### config.mk
export PLATFORM = sky130hd
export DESIGN_NAME = sync_fifo
export DESIGN_NICKNAME = d
export VERILOG_FILES = /design/src/rtl/sync_fifo.sv
export SDC_FILE = /design/constraint.sdc
export NUM_CORES = 1
export LEC_CHECK = 0
export CAP_MARGIN = 20
export CORE_ASPECT_RATIO = 0.5
export CORE_MARGIN = 4
export CORE_UTILIZATION = 45
export CTS_BUF_LIST = sky130_fd_sc_hd__clkbuf_16
export DETAILED_ROUTE_END_ITERATION = 8
export HOLD_SLACK_MARGIN = 0.02
export PLACE_DENSITY = 0.6
export REMOVE_ABC_BUFFERS = 1
export SLEW_MARGIN = 40
export SYNTH_ARGS = -nofsm -noshare
export SYNTH_HDL_FRONTEND = slang
export SYNTH_SLANG_ARGS = --single-unit
### constraint.sdc
create_clock -name clk -period 2.8 [get_ports clk]
set_input_delay 0.56 -clock clk [delete_from_list [all_inputs] [get_ports clk]]
set_output_delay 0.56 -clock clk [all_outputs]
set_load 0.02 [all_outputs]
### src/rtl/sync_fifo.sv
// -----------------------------------------------------------------------------
// sync_fifo
//
// Single-clock synchronous FIFO. Bytes are buffered between a producer that
// drives wr/data_in and a consumer that drives rd and receives data_out.
// full/empty are decoded from an occupancy counter. Illegal accesses produce
// one-cycle overflow/underflow pulses.
//
// Optional feature (compile-time macro FIFO_COUNT_EN):
//   defined   -> adds output port 'count', the live occupancy counter
//   undefined -> no count port; all other behaviour is identical
//
// Ports:
//   clk        in   1            rising-edge clock
//   rst        in   1            asynchronous active-high reset
//   wr         in   1            write request, sampled on rising clk
//   rd         in   1            read request, sampled on rising clk
//   data_in    in   DATA_WIDTH   write data, captured on an accepted write
//   data_out   out  DATA_WIDTH   registered read data, holds between reads
//   full       out  1            occupancy == DEPTH
//   empty      out  1            occupancy == 0
//   overflow   out  1            registered pulse for a rejected write
//   underflow  out  1            registered pulse for a rejected read
//   count      out  ADDR_WIDTH+1 occupancy (only with FIFO_COUNT_EN)
// -----------------------------------------------------------------------------
module sync_fifo #(
  parameter int DATA_WIDTH = 8,
  parameter int DEPTH      = 32,
  parameter int ADDR_WIDTH = $clog2(DEPTH)
) (
  input  logic                  clk,
  input  logic                  rst,
  input  logic                  wr,
  input  logic                  rd,
  input  logic [DATA_WIDTH-1:0] data_in,
  output logic [DATA_WIDTH-1:0] data_out,
  output logic                  full,
  output logic                  empty,
  output logic                  overflow,
  output logic                  underflow
`ifdef FIFO_COUNT_EN
  ,
  output logic [ADDR_WIDTH:0]   count
`endif
);

  localparam logic [ADDR_WIDTH:0] FULL_COUNT = (ADDR_WIDTH + 1)'(DEPTH);

  logic [DATA_WIDTH-1:0] mem [DEPTH];
  logic [ADDR_WIDTH-1:0] wr_ptr;
  logic [ADDR_WIDTH-1:0] rd_ptr;
  logic [ADDR_WIDTH:0]   occupancy;
  logic                  rd_accept;
  logic                  wr_accept;

  // Status flags decode straight from the counter so they move on the same
  // edge the counter does.
  assign full  = (occupancy == FULL_COUNT);
  assign empty = (occupancy == '0);

  // A write into a full FIFO is still legal when a read frees a slot on the
  // same edge. When full, wr_ptr == rd_ptr, so the read fetches the old word
  // before the write overwrites that location (non-blocking semantics).
  assign rd_accept = rd & ~empty;
  assign wr_accept = wr & (~full | rd_accept);

  // Storage is deliberately not reset; stale words are unreachable because
  // the pointers and counter are cleared.
  always_ff @(posedge clk) begin
    if (wr_accept) begin
      mem[wr_ptr] <= data_in;
    end
  end

  // DEPTH is a power of two, so natural pointer rollover is the wrap.
  always_ff @(posedge clk or posedge rst) begin
    if (rst) begin
      wr_ptr <= '0;
      rd_ptr <= '0;
    end else begin
      if (wr_accept) begin
        wr_ptr <= wr_ptr + ADDR_WIDTH'(1);
      end
      if (rd_accept) begin
        rd_ptr <= rd_ptr + ADDR_WIDTH'(1);
      end
    end
  end

  // Occupancy counts only accepted accesses; a matched read/write pair
  // leaves it unchanged.
  always_ff @(posedge clk or posedge rst) begin
    if (rst) begin
      occupancy <= '0;
    end else begin
      case ({wr_accept, rd_accept})
        2'b10:   occupancy <= occupancy + (ADDR_WIDTH + 1)'(1);
        2'b01:   occupancy <= occupancy - (ADDR_WIDTH + 1)'(1);
        default: occupancy <= occupancy;
      endcase
    end
  end

  // Read data is registered and held until the next accepted read. There is
  // no write-to-read bypass, even when the FIFO is empty.
  always_ff @(posedge clk or posedge rst) begin
    if (rst) begin
      data_out <= '0;
    end else if (rd_accept) begin
      data_out <= mem[rd_ptr];
    end
  end

  // Error pulses are registered versions of the rejection conditions, so
  // they appear for one cycle after each offending request cycle.
  always_ff @(posedge clk or posedge rst) begin
    if (rst) begin
      overflow  <= 1'b0;
      underflow <= 1'b0;
    end else begin
      overflow  <= wr & full & ~rd;
      underflow <= rd & empty;
    end
  end

`ifdef FIFO_COUNT_EN
  assign count = occupancy;
`endif

`ifndef SYNTHESIS
  // Internal consistency checks.
  occupancy_in_range : assert property (@(posedge clk) disable iff (rst)
    occupancy <= FULL_COUNT);

  flags_exclusive : assert property (@(posedge clk) disable iff (rst)
    !(full && empty));
`endif

endmodule

# ---- Yosys cells after proc, flatten, opt, wreduce, memory -nomap -nowiden
# Memories as Yosys holds them, arrays and structs flattened. A register that Yosys moved wholly into a read port is not among the register bits.
# Cells that the tools add are included.
dict set report classes {
  addsub 4
  n_eq_ne 3
  n_mux 3
  bitwise_logic 9
  n_reduce_logical 2
}
# cell n
set op_table {}
lappend op_table {{$pmux 6 s2} 1}
lappend op_table {{$add 5x1->5 const B} 2}
lappend op_table {{$add 6x1->6 const B} 1}
lappend op_table {{$eq 6x6->1 const B} 1}
lappend op_table {{$logic_not 6->1} 1}
lappend op_table {{$sub 6x1->6 const B} 1}
lappend op_table {{$and 1x1->1} 5}
lappend op_table {{$not 1->1} 3}
lappend op_table {{$eq 2x1->1 const B} 1}
lappend op_table {{$eq 2x2->1 const B} 1}
lappend op_table {{$mux 1} 2}
lappend op_table {{$reduce_bool 2->1} 1}
lappend op_table {{$or 1x1->1} 1}
dict set report totals {
  ff_bits 18
  mem_bits_rw 256
  input_bits 12
  output_inout_bits 12
  word_cells 27
  n_memories 1
}
# name words width read_ports rd_ports_with_merged_regs wr line
set mem_list {}
lappend mem_list {mem 32 8 1 1 1 49} ;# logic [DATA_WIDTH-1:0] mem [DEPTH];

# ---- Depth between registers and ports, before layout
dict set report logic_depth {
  ltp_word 7
  mapped_depth 10
  depth_no_buf 10
}

# ---- Worst setup path before layout
# No wires, ideal clock.
dict set report synth_path {
  kind {register -> register}
  start {register occupancy[1]}
  end {register occupancy[5]}
  arrival_time_ns 2.550
  path_slack_ns 0.107
  path_stages_with_launch 10
  n_path_buf 0
  period_less_slack_ns 2.693
  path_cell_list {dfrtp_1 or4_4 o31ai_4 nor2_4 ha_1 a211oi_1 o21bai_1 a21oi_1 mux2i_1 o221ai_1}
}
dict set report synth_between {
  elab_chain_cells 7
}
# element line
set synth_lines {}
lappend synth_lines {{from (decl)} 52} ;# logic [ADDR_WIDTH:0] occupancy;
lappend synth_lines {{from (signal assigned)} 97} ;# 2'b10: occupancy <= occupancy + (ADDR_WIDTH + 1)'(1);
lappend synth_lines {{from (signal assigned)} 98} ;# 2'b01: occupancy <= occupancy - (ADDR_WIDTH + 1)'(1);
lappend synth_lines {{from (signal assigned)} 99} ;# default: occupancy <= occupancy;
lappend synth_lines {{$logic_not 6->1} 59} ;# assign empty = (occupancy == '0);
lappend synth_lines {{$not 1->1} 64} ;# assign rd_accept = rd & ~empty;
lappend synth_lines {{$and 1x1->1} 64}
lappend synth_lines {{$or 1x1->1} 65} ;# assign wr_accept = wr & (~full | rd_accept);
lappend synth_lines {{$and 1x1->1} 65}
lappend synth_lines {{$eq 2x1->1 / $eq 2x2->1 (equally long branches)} 96} ;# case ({wr_accept, rd_accept})
lappend synth_lines {{$pmux 6 s2 / $reduce_bool 2->1 (equally long branches)} -}
# Several ways; a longest one is shown, not always the timed one.
# A chain may end at the register's enable or synchronous reset.

# ---- Worst setup path in the final report
# Same ends and word-level chain as after synthesis.

==> run metrics <==
Vias 5,586; fill cell count 1,942; GRT Util Overall 17.2%; Post-synth EDFFs 256; Slew headroom 45.0%; post-route ant nets 0; leading cell type in the layout, fill and taps excluded edfxtp_1; routed vias/inst 5.63; Final Cycle Share 94.6%; Power Density 956 mW/mm²; largest net degree at the start of global routing 33; NumNets Final 662; sequential element share of the synthesized area 73.5%; syn_area_per_cell 19.4 µm²; clk_skew 10.8 ps; worst min path class primary input to asynchronous set/reset pin; diode count 0; post-synthesis cell area 0.0113 mm²; Core Area 0.0244 mm²; row cnt 40; Final GP Congestion 0.832; critical path fanouts, max 5; GRT Residual Overflow 0; CTS buffer count 25; DRC violation count after routing 0; wire per inst 23.6 µm; Crit. End Element flip-flop; worst setup path start occupancy[1]; f_max 377 MHz; Clock Pin Slew Worst Setup and Hold Paths 60 ps; Worst-Margin Slew 822 ps; Critical Path AT 3030 ps; H-tree levels 1; critical path launch point type flip-flop; FF-to-FF End occupancy[5]; Area contributors post-synth edfxtp_1, mux4_2, dfrtp_1, mux2i_1, nor2_1; die area 0.0280 mm²; share of cells above drive strength 1 24.2%; fin. max-slew vios 0; area grow syn2layout 13.5%; Detailed Place HPWL 14,800 µm; peak supply drop 0.000452 V; Register-to-Register Path Depth 9; WP data required 3190 ps; I/O Pins 24; Yosys top cell area share 67.8%; clock sink count 282; FF-to-FF setup slack 150 ps; clock period minus worst slack 2650 ps; Synth area leader edfxtp_1; Initial DRC Count 491; final WL 23,400 µm; first-pass GRT wire length 35,700 µm; antenna violations before repair 0; CTS max path bufs 3; starting density of the core 46.6%; die extent in y 120 µm; Async S/R FF share, synth 9.22%; Pleak 4.25 nW; flops & latches, synth 282; vias in the first global route 5,587; minimum hold slack 361 ps; worst r2r src occupancy[1]; multi-input gate area in the final layout 0.00282 mm²; # port buffers 23; Power Total 12.3 mW; Hold Vio Cnt, Final 0; warnings from Yosys 0; First-pass DRT Iterations 4; register area 0.00835 mm²; most frequent cells in the layout edfxtp_1, mux4_2, buf_4; Max-Cap Viols 0; clk_lat worst skew 520 ps; Final setup viols 0; Synth Instances 585; clk root buf clkbuf_16; CTS tree yes; status finished clean; RSZ-0062 raised after global routing no; kind of critical path flip-flop to flip-flop; Top FF cell, synth edfxtp_1; post-synthesis cell type count 48; DIE WIDTH 233 µm
worst max-delay path: stages, from the launching register on:
cell and delay (ps):
dfrtp_1 400, or4_4 590, o31ai_4 250, nor2_4 80, ha_1 290, a211oi_1 230
o21bai_1 120, a21oi_2 220, mux2i_1 210, o221ai_1 130
flip-flops by register name (all words and copies together) (netlist names):
name       count
mem          256
data_out       8
occupancy      6
rd_ptr         5
wr_ptr         5
overflow       1
underflow      1
through the flow:
step                      util (%)  setup slack [ps]  std cells  area, µm²  setup TNS (ps)
after floorplan                  -             -1100        554      11200           -9110
after CTS                     52.7              32.0        992      12800               0
after detailed placement      49.7              34.8        949      12100               0
after global routing          52.8              17.0        992      12900               0
after global placement        49.7              29.1        949      12100               0
final                         52.8               151        992      12900               0
timing repair:
item	CTS	global route
setup buffers	0	0
resized for setup	2	4
endpoints found under the setup margin	2	3
hold buffers	0	0
hold endpoints to repair	0	0
per-layer routing:
| layer | vias to the layer above | track usage [%] | part of all wire, % |
|---|---|---|---|
| li1 | 2470 | - | - |
| met1 | 2910 | 27.9 | 48 |
| met3 | 27 | 3.13 | 6.9 |
| met5 | - | 0 | 0 |
| met4 | 0 | 3.09 | 1.5 |
| met2 | 179 | 24.5 | 43 |
how the worst max path moves through the flow:
stage	to	slack [ps]	cells past startpoint
floorplan	data_out[6]	-1100	4
global placement	mem[0][7]	30	5
detailed placement	occupancy[5]	30	9
CTS	full	30	5
global route	occupancy[5]	20	9
finish	occupancy[5]	150	9
cell usage after synthesis (all sizes together) (2+ instances only):
library cell and number:
edfxtp 256, mux4 58, nor2 40, mux2i 31, dfrtp 26, buf 22
nand2 22, nand3 15, a21oi 11, xnor2 11, mux2 10, clkbuf 9
ha 9, inv 9, a221oi 7, o2111ai 7, o211a 7, o21ai 6
nand4 3, a21o 2, nand2b 2, nand3b 2, nor2b 2, nor3 2
or3b 2
kinds of logic (layout without fill, tap and decap cells):
logic type	count (synthesis)	count (layout)	share of synthesized area [%]
AOI/OAI and AO/OA	48	48	3.43
xor gates and xnor gates	11	11	0.849
adders and majority gates	10	10	1.17
buffers and inverters	40	111	1.91
DFF	282	282	73.5
muxes	99	99	15.2
and+or+nand+nor	95	95	3.92
report_power, final:
group          total [mW]  switching, mW  internal, mW
Combinational        3.63           1.84          1.79
Clock                3.15           1.45          1.71
Sequential           5.53          0.528          5.00
Total                12.3           3.81          8.50
layout make-up:
type                            instances  share of cell area (%)
Clock buffer                           25                    4.86
Clock inverter                         18                   0.826
Inverter                                9                   0.262
Multi-Input combinational cell        263                    21.9
Sequential cell                       282                    64.8
Tap cell                              336                    3.27
Timing Repair Buffer                   59                    4.03
No activity file was read; power rests on OpenSTA's default activity.
